[config.mk]
export PLATFORM = sky130hd
export DESIGN_NAME = serial_operand_serializer_msb_first
export DESIGN_NICKNAME = d
export VERILOG_FILES = /design/src/rtl/serial_pkg.sv /design/src/rtl/serial_shift_reg_msb.sv /design/src/rtl/serial_operand_serializer_msb_first.sv
export SDC_FILE = /design/constraint.sdc
export NUM_CORES = 1
export LEC_CHECK = 0
export BUFFER_PORTS_ARGS = -buffer_cell sky130_fd_sc_hd__buf_2
export CORE_MARGIN = 5
export CORE_UTILIZATION = 40
export CTS_BUF_LIST = sky130_fd_sc_hd__clkbuf_4
export DETAILED_ROUTE_END_ITERATION = 6
export MAX_ROUTING_LAYER = met4
export PLACE_DENSITY = 0.7
export REMOVE_ABC_BUFFERS = 1
export SKIP_CTS_REPAIR_TIMING = 1
export SYNTH_ARGS = -nofsm -noshare
export SYNTH_HDL_FRONTEND = slang
export SYNTH_SLANG_ARGS = --single-unit
[constraint.sdc]
create_clock -name clk -period 1.6 [get_ports clk]
set_input_delay 0.08 -clock clk [delete_from_list [all_inputs] [get_ports clk]]
set_output_delay 0.08 -clock clk [all_outputs]
set_load 0.02 [all_outputs]
[src/rtl/serial_pkg.sv]
// Shared types and helpers for the MSB-first operand serializer.
package serial_pkg;

  typedef enum logic {SER_IDLE, SER_SHIFT} ser_state_e;

  typedef enum logic [1:0] {CMP_LESS, CMP_EQ, CMP_GREATER} cmp_result_e;

  // Bit-counter width: $clog2(width), never below one bit.
  function automatic int unsigned cnt_width(input int unsigned width);
    return (width > 1) ? int'($clog2(width)) : 1;
  endfunction

endpackage

[src/rtl/serial_shift_reg_msb.sv]
// Loadable left-shift register presenting its MSB; zeros fill from the right.
module serial_shift_reg_msb #(
  parameter int unsigned WIDTH = 4
) (
  input  logic             clk,
  input  logic             rst_n,
  input  logic             i_load,
  input  logic             i_shift,
  input  logic [WIDTH-1:0] i_data,
  output logic             o_msb
);

  logic [WIDTH-1:0] r_q;

  // Load has priority so a back-to-back frame replaces the draining one.
  always_ff @(posedge clk or negedge rst_n) begin
    if (!rst_n) begin
      r_q <= '0;
    end else if (i_load) begin
      r_q <= i_data;
    end else if (i_shift) begin
      r_q <= r_q << 1;
    end
  end

  assign o_msb = r_q[WIDTH-1];

endmodule

[src/rtl/serial_operand_serializer_msb_first.sv]
// Two-operand parallel-to-serial transmitter, MSB first, with frame markers.
// Optional SERIALIZER_EXPECT_EN adds registered golden compare outputs.
module serial_operand_serializer_msb_first
  import serial_pkg::*;
#(
  parameter int unsigned WIDTH = 4
) (
  input  logic             clk,
  input  logic             rst,
  input  logic             in_valid,
  output logic             in_ready,
  input  logic [WIDTH-1:0] in_a,
  input  logic [WIDTH-1:0] in_b,
  output logic             a,
  output logic             b,
  output logic             bit_valid,
  output logic             first,
  output logic             last
`ifdef SERIALIZER_EXPECT_EN
  ,
  output logic             exp_less,
  output logic             exp_eq,
  output logic             exp_greater
`endif
);

  localparam int unsigned CW = cnt_width(WIDTH);
  localparam logic [CW-1:0] CNT_LAST = CW'(WIDTH - 1);
  localparam logic ONE_BIT = 1'(WIDTH == 1);

  ser_state_e    r_state, w_state_nxt;
  logic [CW-1:0] r_cnt, w_cnt_nxt, w_cnt_inc;
  logic          r_valid, r_first, r_last;
  logic          w_valid_nxt, w_first_nxt, w_last_nxt;
  logic          w_cnt_last, w_accept, w_shift;

  assign w_cnt_last = (r_cnt == CNT_LAST);
  assign w_cnt_inc  = r_cnt + CW'(1);
  assign in_ready   = (r_state == SER_IDLE) | ((r_state == SER_SHIFT) & w_cnt_last);
  assign w_accept   = in_valid & in_ready;

  // Next state, bit counter and frame flags for the following cycle.
  always_comb begin
    w_state_nxt = r_state;
    w_cnt_nxt   = r_cnt;
    w_valid_nxt = 1'b0;
    w_first_nxt = 1'b0;
    w_last_nxt  = 1'b0;
    w_shift     = 1'b0;
    case (r_state)
      SER_IDLE: begin
        if (w_accept) begin
          w_state_nxt = SER_SHIFT;
          w_cnt_nxt   = '0;
          w_valid_nxt = 1'b1;
          w_first_nxt = 1'b1;
          w_last_nxt  = ONE_BIT;
        end
      end
      SER_SHIFT: begin
        w_shift = 1'b1;
        if (w_accept) begin
          w_state_nxt = SER_SHIFT;
          w_cnt_nxt   = '0;
          w_valid_nxt = 1'b1;
          w_first_nxt = 1'b1;
          w_last_nxt  = ONE_BIT;
        end else if (w_cnt_last) begin
          w_state_nxt = SER_IDLE;
          w_cnt_nxt   = '0;
        end else begin
          w_cnt_nxt   = w_cnt_inc;
          w_valid_nxt = 1'b1;
          w_last_nxt  = (w_cnt_inc == CNT_LAST);
        end
      end
      default: begin
        w_state_nxt = SER_IDLE;
        w_cnt_nxt   = '0;
      end
    endcase
  end

  // State, counter and registered frame flags.
  always_ff @(posedge clk or negedge rst) begin
    if (!rst) begin
      r_state <= SER_IDLE;
      r_cnt   <= '0;
      r_valid <= 1'b0;
      r_first <= 1'b0;
      r_last  <= 1'b0;
    end else begin
      r_state <= w_state_nxt;
      r_cnt   <= w_cnt_nxt;
      r_valid <= w_valid_nxt;
      r_first <= w_first_nxt;
      r_last  <= w_last_nxt;
    end
  end

  assign bit_valid = r_valid;
  assign first     = r_first;
  assign last      = r_last;

  serial_shift_reg_msb #(.WIDTH(WIDTH)) u_shift_a (
    .clk     (clk),
    .rst_n   (rst),
    .i_load  (w_accept),
    .i_shift (w_shift),
    .i_data  (in_a),
    .o_msb   (a)
  );

  serial_shift_reg_msb #(.WIDTH(WIDTH)) u_shift_b (
    .clk     (clk),
    .rst_n   (rst),
    .i_load  (w_accept),
    .i_shift (w_shift),
    .i_data  (in_b),
    .o_msb   (b)
  );

`ifdef SERIALIZER_EXPECT_EN
  cmp_result_e w_cmp;
  logic        r_exp_less, r_exp_eq, r_exp_greater;

  // Unsigned compare of the offered pair.
  always_comb begin
    w_cmp = CMP_EQ;
    if (in_a < in_b) begin
      w_cmp = CMP_LESS;
    end else if (in_a > in_b) begin
      w_cmp = CMP_GREATER;
    end
  end

  // Capture the compare result with the pair; held until the next accept.
  always_ff @(posedge clk or negedge rst) begin
    if (!rst) begin
      r_exp_less    <= 1'b0;
      r_exp_eq      <= 1'b0;
      r_exp_greater <= 1'b0;
    end else if (w_accept) begin
      r_exp_less    <= (w_cmp == CMP_LESS);
      r_exp_eq      <= (w_cmp == CMP_EQ);
      r_exp_greater <= (w_cmp == CMP_GREATER);
    end
  end

  assign exp_less    = r_exp_less;
  assign exp_eq      = r_exp_eq;
  assign exp_greater = r_exp_greater;
`endif

endmodule

**Word level (Yosys, flattened, before mapping)**

Cells that the tools add are included.

- Order comparisons: 0
- Reductions and logical operators: 1
- Bitwise operators: 4
- $mul: 0
- Eq/ne operators: 3
- Multiplexer cells: 16
- Divide/modulo/power cells: 0
- Add/sub/neg operators: 1
- Shift-type cells: 0

Operators by type and width:

| kind | count |
|---|---|
| two-way mux 4 bit | 4 |
| two-way mux 1 bit | 6 |
| two-way mux 2 bit | 3 |
| equality test 2 bit (second input constant) | 2 |
| one-hot mux 1 bit (2 select lines) | 2 |
| one-hot mux 2 bit (2 select lines) | 1 |
| adder 2 x 1 -> 2 bit (second input constant) | 1 |
| AND 1 bit | 2 |
| != test 2 x 1 -> 1 bit (second input constant) | 1 |
| nonzero test 2 bit | 1 |
| NOT 1 bit | 1 |
| bitwise OR 1 bit | 1 |

- Output and inout bits: 6
- Word-level logic and storage cells: 31
- Bits in read-only memories: 0
- Memories kept: 0
- Register bits after elaboration: 13
- Bits in latches: 0
- Memory bits (writable): 0

**Depth between registers and ports, before layout**

Gate-level depths: netlist (run 1).

- Depth after elaboration: 6
- Gate-level depth with buffers: 5

**Cells and area by module**

A second synthesis (run 1) with hierarchy kept.

- Cell total of the unflattened synthesis: 48
- Area, all modules: 549.3 µm²

By module, submodules not included:

| module | cells an instance | instances | area each (µm²) |
|---|---|---|---|
| serial_shift_reg_msb | 15 | 2 | 168.9 |
| serial_operand_serializer_msb_first | 18 | 1 | 211.5 |

**Worst setup path after synthesis (run 1)**

No wires, ideal clock.

- Path type: register to register
- From: reg r_cnt[0]
- To: reg u_shift_a.r_q[2]
- Required time: 1.477 ns
- Cell stages (with the launch flop): 5
- Setup slack: 0.292 ns
- Clock period less this slack: 1.308 ns
- Setup time: 0.123 ns
- Arrival time: 1.186 ns
- Path through: dfrtp_1 ha_1 nand2b_2 buf_6 o221a_2

- Longest elaborated chain between the ends: 5
- Elaborated cells between the ends (all ways): 6
- Classes of those cells: eq/ne: 1; mux: 1; bitwise: 3; reduce/logical: 1

Ends and longest elaborated chain:

| element | RTL line | text |
|---|---|---|
| from (decl) | serial_operand_serializer_msb_first.sv:32 | `logic [CW-1:0] r_cnt, w_cnt_nxt, w_cnt_inc;` |
| from (signal assigned) | serial_operand_serializer_msb_first.sv:94 | `r_cnt <= w_cnt_nxt;` |
| equality test 2 bit (*) | serial_operand_serializer_msb_first.sv:37 | `assign w_cnt_last = (r_cnt == CNT_LAST);` |
| AND 1 bit (*) | serial_operand_serializer_msb_first.sv:39 | `assign in_ready = (r_state == SER_IDLE) \| ((r_state == SER_SHIFT) & w_cnt_last);` |
| bitwise OR 1 bit (*) | serial_operand_serializer_msb_first.sv:39 |  |
| named net in_ready | serial_operand_serializer_msb_first.sv:11 | `output logic in_ready,` |
| AND 1 bit (*) | serial_operand_serializer_msb_first.sv:40 | `assign w_accept = in_valid & in_ready;` |
| two-way mux 4 bit or nonzero test 2 bit (tied branches) | - |  |
| to (signal assigned) | serial_shift_reg_msb.sv:20 | `r_q <= i_data;` |
| to (signal assigned) | serial_shift_reg_msb.sv:22 | `r_q <= r_q << 1;` |
| to (decl) | serial_shift_reg_msb.sv:13 | `logic [WIDTH-1:0] r_q;` |

The timed path passes the listed nets; every way through them passes the cells marked *.
A chain may end at the register's enable or synchronous reset.

**Worst setup path after layout (run 1)**

- From: reg r_cnt[0]
- To: out in_ready

- Longest elaborated chain between the ends: 3

Ends and longest elaborated chain:

| element | RTL line |
|---|---|
| equality test 2 bit | serial_operand_serializer_msb_first.sv:37 |
| AND 1 bit | serial_operand_serializer_msb_first.sv:39 |
| bitwise OR 1 bit | serial_operand_serializer_msb_first.sv:39 |
| to (decl) | serial_operand_serializer_msb_first.sv:11 |

Every way passes these cells.

==> results of run 1 <==
## metal layers
| metal | vias to the layer above | part of all wire (%) | global-route usage (%) |
|---|---|---|---|
| met3 | 2 | 8.4 | 4.44 |
| met1 | 217 | 53 | 15.2 |
| li1 | 239 | - | - |
| met5 | - | 0 | - |
| met2 | 16 | 37 | 13.4 |
| met4 | 0 | 1.7 | 5.11 |
## worst min path at each step
stage | end | depth (start not counted) | start | slack (ns)
global route | u_shift_b.r_q[0] | 3 | in_b[0] | 0.04
global placement | u_shift_a.r_q[3] | 1 | rst | -0.02
CTS | u_shift_a.r_q[2] | 1 | rst | -0.32
floorplan | bit_valid | 0 | rst | -0.22
finish | u_shift_b.r_q[0] | 3 | in_b[0] | 0.05
detailed placement | u_shift_a.r_q[3] | 1 | rst | -0.02
## critical path, stage by stage (launching register included)
cell	delay, ns
dfrtp_1	0.40
ha_1	0.23
nand2b_2	0.30
buf_2	0.22
## cells in the mapped netlist
cell type   n  share of area [%]
a211o_1     6                8.0
a21o_1      1                1.1
a21oi_1     1               0.77
buf_2       1               0.77
buf_6       3                5.2
dfrtp_1    13                 50
ha_1        2                3.8
inv_1       2                1.1
nand2_1     1               0.57
nand2_2     1               0.96
nand2b_1    5                4.8
nand2b_2    1                1.3
nand3_1     2                1.5
nor2b_1     6                5.7
o21ai_1     4                3.1
o221a_1     3                5.2
o221a_2     3                5.2
or3_1       1               0.96
## layout make-up
cell class,count,area [sq um]
inverter,2,7.51
timing repair buffer,18,97.6
fill,151,762
clock buffer,4,30.0
tap,16,20.0
sequential,13,325
multi-input combinational,37,282
## logic make-up after synthesis
family | after synthesis | synth area share (%)
flops | 13 | 49.8
buf+inv | 6 | 7.09
fa+ha+maj | 2 | 3.83
simple gates | 17 | 15.9
compound gates | 18 | 23.4
## report_power, final
group / total, mW / switching, mW / internal, mW / leakage [nW]
clock network: 0.215 / 0.101 / 0.113 / 0.0184
registers: 0.565 / 0.104 / 0.461 / 0.164
logic: 0.600 / 0.316 / 0.283 / 0.197
total: 1.38 / 0.522 / 0.858 / 0.380
## per-stage QoR
stage	area [sq um]	total power, mW	cells
floorplan	614	0.989	52
global placement	722	1.16	85
detailed placement	722	1.17	85
CTS	752	1.40	89
global route	762	1.50	90
finish	762	1.38	90
## registers in the layout (all words and copies together) (netlist names)
signal and cells:
bit_valid 1, first 1, last 1, r_cnt 2, u_shift_a.r_q 4, u_shift_b.r_q 4
==> metrics.md, run 1 <==
| Metric | Value |
|---|---|
| Status | completed |
| DRC viols | 0 |
| Layout area overhead | 16.7% |
| Register area share after synthesis | 49.8% |
| DP HPWL | 837 um |
| Most frequent cells in the layout | 16 x buf_2, 13 x dfrtp_1, 6 x nor2b_1, 6 x a211o_1, 5 x nand2b_1 |
| Layout cells sized above 1 | 35.1% |
| Vias | 474 |
| Max Buffers Root-to-Sink | 2 |
| Crit path arrival time | 1.43 ns |
| Min Tclk post-route | 1.51 ns |
| Setup Skew | 0.000509 ns |
| R2R setup slack | 0.21 ns |
| Worst EP required | 1.52 ns |
| CP endpoint | in_ready |
| Root buf cell | clkbuf_4 |
| Ant diodes | 0 |
| IR Drop Worst-Case VDD | 0.843 mV |
| Final core occ | 50.0% |
| Initial antenna violation count | 0 |
| Final hold vios | 0 |
| Fmax | 0.664 GHz |
| Yosys reg bits | 13 |
| Fin Hold WS | 0.0506 ns |
| CP startpoint | r_cnt[0] |
| # setup viols final | 0 |
| Die area | 2540 sq um |
| Slew Viols, Final | 0 |
| H-tree levels | 1 |
| Post-layout net count | 88 |
| First-pass iteration count of the detailed router | 4 |
| Final worst setup slack | 0.0945 ns |
| Crit. End Element | output pin |
| Avg Cell Area, Syn | 11.7 sq um |
| Iter 0 DRT Violations | 6 |
| Critical path fanouts, max | 12 |
| Slew HR | 73.1% |
| Drt total wl | 1220 um |
| Pre-CTS WS | 0.219 ns |
| Per-cell routed wire length | 13.5 um |
| Yosys cell types | 18 |
| RSZ-0062 raised after global routing | no |
| Most common cell after layout, fill and taps aside | buf_2 |
| I/O pins | 17 |
| Yosys warning count | 0 |
| Worst R2R Path Depth | 4 |
| WS Path Type | reg2out |
| First-pass GRT wire length | 2070 um |
| Vias/cell | 5.27 |
| Std cell rows | 14 |
| Syn Inst Count | 56 |
| Placer Congestion | 0.705 |
| Port Buffer Count | 16 |
| Clk slew on worst S/H paths | 0.08 ns |
| CTS tree | yes |
| Setup TNS | 0 ns |
| RR Endpoint | u_shift_a.r_q[2] |
| Pin count of the biggest net entering global routing | 16 |
| Final critical-path share of the clock period | 94.1% |
| Netlist Area Pre-Place | 653 sq um |
| Worst Hold Class | in2reg |
| Worst-Skew Late Latency | 0.27 ns |
| Vias in the first global route | 459 |
| Initial Utilization | 42.9% |
| Total global-route track usage | 10.9% |
| Worst r2r src | r_cnt[0] |
| Clock sink total | 13 |
| Antenna-violating nets left | 0 |
| Core Area | 1520 sq um |
| Worst-Margin Slew | 0.403 ns |
| Width of the die | 50.4 um |
| GRT overflow | 0 |
| CTS Buf Count | 3 |
| Die Y | 50.4 um |
| Worst setup SP type | flip-flop |
| Power Dens Cells | 1810 nW/um^2 |
| Lkg Pwr | 0.380 nW |
| Max_cap viols | 0 |
(Power assumes the default switching activity.)
==> run 2: changes to the inputs <==
--- a/config.mk
+++ b/config.mk
@@ -5,6 +5,7 @@
 export SDC_FILE = /design/constraint.sdc
 export NUM_CORES = 1
 export LEC_CHECK = 0
+export ABC_AREA = 1
 export BUFFER_PORTS_ARGS = -buffer_cell sky130_fd_sc_hd__buf_2
 export CORE_MARGIN = 5
 export CORE_UTILIZATION = 40
==> run 2 against run 1 <==
Effect of this change: fmax is 10% higher; total power is 11% lower; utilization is 1.5 points higher; clock skew is 0.0068 ns higher; critical path depth is 1 higher; global-route usage is 0.42 points higher; via count is 6.8% higher; sequential cell count stayed put; combinational power is 17% lower; synthesized area is 1.9% lower; non-clock buffer count is 1 higher; clock power is 6% lower.
==> metrics.md, run 2 <==
| Metric | Value |
|---|---|
| Syn Inst Count | 75 |
| GRT overflow | 0 |
| Worst r2r src | r_cnt[0] |
| Worst EP required | 1.52 ns |
| Synth Area in Compound Gates | 0.781% |
| Clock sink total | 13 |
| CP startpoint | r_cnt[0] |
| Clk slew on worst S/H paths | 0.09 ns |
| Synth Area in Adders | 3.91% |
| Final hold vios | 0 |
| Core Area | 1510 sq um |
| Yosys top cell area share | 50.8% |
| Net switching power | 0.510 mW |
| Vias/cell | 4.52 |
| First-pass iteration count of the detailed router | 4 |
| Die Y | 50.0 um |
| Most common cell after layout, fill and taps aside | nand2_1 |
| Min-delay src | in_a[3] |
| Top FF cell, synth | dfrtp_1 |
| CTS tree | yes |
| Worst-Skew Late Latency | 0.27 ns |
| Setup TNS | 0 ns |
| Avg Cell Area, Syn | 8.54 sq um |
| Register area share after synthesis | 50.8% |
| Most frequent cells in the layout | 23 x nand2_1, 16 x buf_2, 14 x nand3_1 |
| DRC viols | 0 |
| Post-synthesis xor/xnor area fraction | 0% |
| Layout area overhead | 21.1% |
| Top cells by count, synth | 23 x nand2_1, 14 x nand3_1, 13 x dfrtp_1, 11 x inv_1, 5 x nor2_1 |
| Layout cells sized above 1 | 25.0% |
| Initial Utilization | 42.5% |
| Crit path arrival time | 1.29 ns |
| Clock network power share | 16.6% |
| FILL cells | 151 |
| Worst path bufs/invs | 2 |
| Flop pwr share | 42.6% |
| Top cells by area, synth | dfrtp_1 51%, nand2_1 13%, nand3_1 11%, inv_1 6.4%, ha_1 3.9% |
| Final critical-path share of the clock period | 85.5% |
| Leading registers by flop count | u_shift_a.r_q (4), u_shift_b.r_q (4), r_cnt (2) |
| Total chip power | 1.22 mW |
| Setup Skew | 0.00731 ns |
| Worst setup SP type | flip-flop |
| Pre-CTS WS | 0.441 ns |
| Die area | 2500 sq um |
| Combinational power share | 40.9% |
| Min Tclk post-route | 1.37 ns |
| CTS Buf Count | 3 |
| Post-Synth Simple-Gate Area | 34.0% |
| Post-synth top area cell | dfrtp_1 |
| CP Depth | 4 |
| Max Buffers Root-to-Sink | 2 |
| Vias | 506 |
| Worst path cell trace | ha_1 -> inv_1 -> nand2_4 -> buf_2 |
| Netlist Area Pre-Place | 641 sq um |
| Per-cell routed wire length | 10.6 um |
| Port Buffer Count | 16 |
| Worst R2R Path Depth | 7 |
| Status | completed |
| Fmax | 0.731 GHz |
| Initial antenna violation count | 0 |
| Width of the die | 50.0 um |
| Worst Hold Class | in2reg |
| Post-layout net count | 110 |
| Number of synthesized flops with an enable pin | 0 |
| Std cell rows | 14 |
| Pin count of the biggest net entering global routing | 16 |
| P_int | 0.714 mW |
| Slowest cell delay on critical path | 0.42 ns |
| Switching Fraction | 41.7% |
| First-pass GRT wire length | 2140 um |
| DP HPWL | 895 um |
| Critical Path Slowest Stage Cell | dfrtp_1 |
| Crit. End Element | output pin |
| Root buf cell | clkbuf_4 |
| H-tree levels | 1 |
| Worst-Margin Slew | 0.326 ns |
| Lkg Pwr | 0.432 nW |
| Power Dens Cells | 1580 nW/um^2 |
| # setup viols final | 0 |
| Total global-route track usage | 11.3% |
| Placer Congestion | 0.748 |
| IR Drop Worst-Case VDD | 1.13 mV |
| CP delay by family, top | flip-flops |
| Yosys cell types | 12 |
| WS Path Type | reg2out |
| Most numerous cell in the Yosys netlist | nand2_1 |
| Drt total wl | 1180 um |
| Multiplexer share of the synthesized area | 0% |
| Async SR Flop Fraction | 100% |
| Largest family of logic cells by synthesized area | simple AND/OR/NAND/NOR gates |
| WHS Path Cells | 3 |
| Critical path fanouts, max | 10 |
| Yosys warning count | 0 |
| Slew Viols, Final | 0 |
| Ant diodes | 0 |
| I/O pins | 17 |
| Vias in the first global route | 506 |
| Iter 0 DRT Violations | 15 |
| Final core occ | 51.5% |
| Yosys reg bits | 13 |
| Antenna-violating nets left | 0 |
| Slew HR | 78.2% |
| RSZ-0062 raised after global routing | no |
| Final worst setup slack | 0.232 ns |
| Max_cap viols | 0 |
==> run 2: cell count changes after synthesis, moves of 3 or more <==
cell / before / now
nand2_1: 1 / 23
nand3_1: 2 / 14
inv_1: 2 / 11
a211o_1: 6 / 0
nor2b_1: 6 / 0
nand2b_1: 5 / 0
nor2_1: 0 / 5
o21ai_1: 4 / 1
o221a_1: 3 / 0
o221a_2: 3 / 0
==> run 2: layout make-up <==
cell class	count	area [sq um]	share of cell area [%]
well taps	16	20.0	2.58
inverters	12	45.0	5.81
repair buffers	19	110	14.2
multi-input cells	48	248	31.9
flip-flops and latches	13	325	41.9
clock inverters	1	5.00	0.645
clock buffers	3	22.5	2.90
==> run 2: cells by family after synthesis <==
group | after synthesis
AOI/OAI and AO/OA | 1
adders and majority gates | 2
buffers and inverters | 14
DFF | 13
and+or+nand+nor | 45
==> run 2: worst register-to-register path, stage by stage (launching register included) <==
cell and delay, ns:
dfrtp_1 0.42, ha_1 0.21, inv_1 0.09, nand2_4 0.11, nand2_8 0.11, inv_2 0.05
nand2_1 0.05, nand2_1 0.04
==> run 2: final timing paths <==
path / to / slack (ns)
max: in_ready / 0.23
min: u_shift_a.r_q[3] / 0.06
max reg2reg: u_shift_a.r_q[0] / 0.42
min reg2reg: u_shift_a.r_q[0] / 0.48
max in group asynchronous: u_shift_b.r_q[2] / 1.14
min in group asynchronous: r_cnt[0] / 0.22
==> run 2: routing by layer <==
layer | vias up | global-route usage (%) | share of wire, %
li1 | 274 | - | -
met1 | 219 | 14.2 | 47
met2 | 9 | 16.1 | 48
met3 | 4 | 2.11 | 2.4
met4 | 0 | 7.86 | 2.4
met5 | - | - | 0
==> run 2: metrics by stage <==
stage	std cells	instance area, sq um	hold WS [ns]
after detailed placement	105	718	-0.0190
after global routing	112	776	0.0598
after CTS	109	746	-0.327
final	112	776	0.0560
after global placement	105	718	-0.0240
after floorplan	73	618	-0.216
==> run 2: power by group through the flow <==
| stage | combinational, mW | sequential, mW | clock [mW] |
|---|---|---|---|
| 2_1_floorplan | 0.305 | 0.574 | 0 |
| 3_3_place_gp | 0.497 | 0.522 | 0 |
| 3_5_place_dp | 0.504 | 0.528 | 0 |
| 4_1_cts | 0.505 | 0.522 | 0.210 |
| 5_1_grt | 0.572 | 0.536 | 0.232 |
| 6_report | 0.500 | 0.521 | 0.203 |
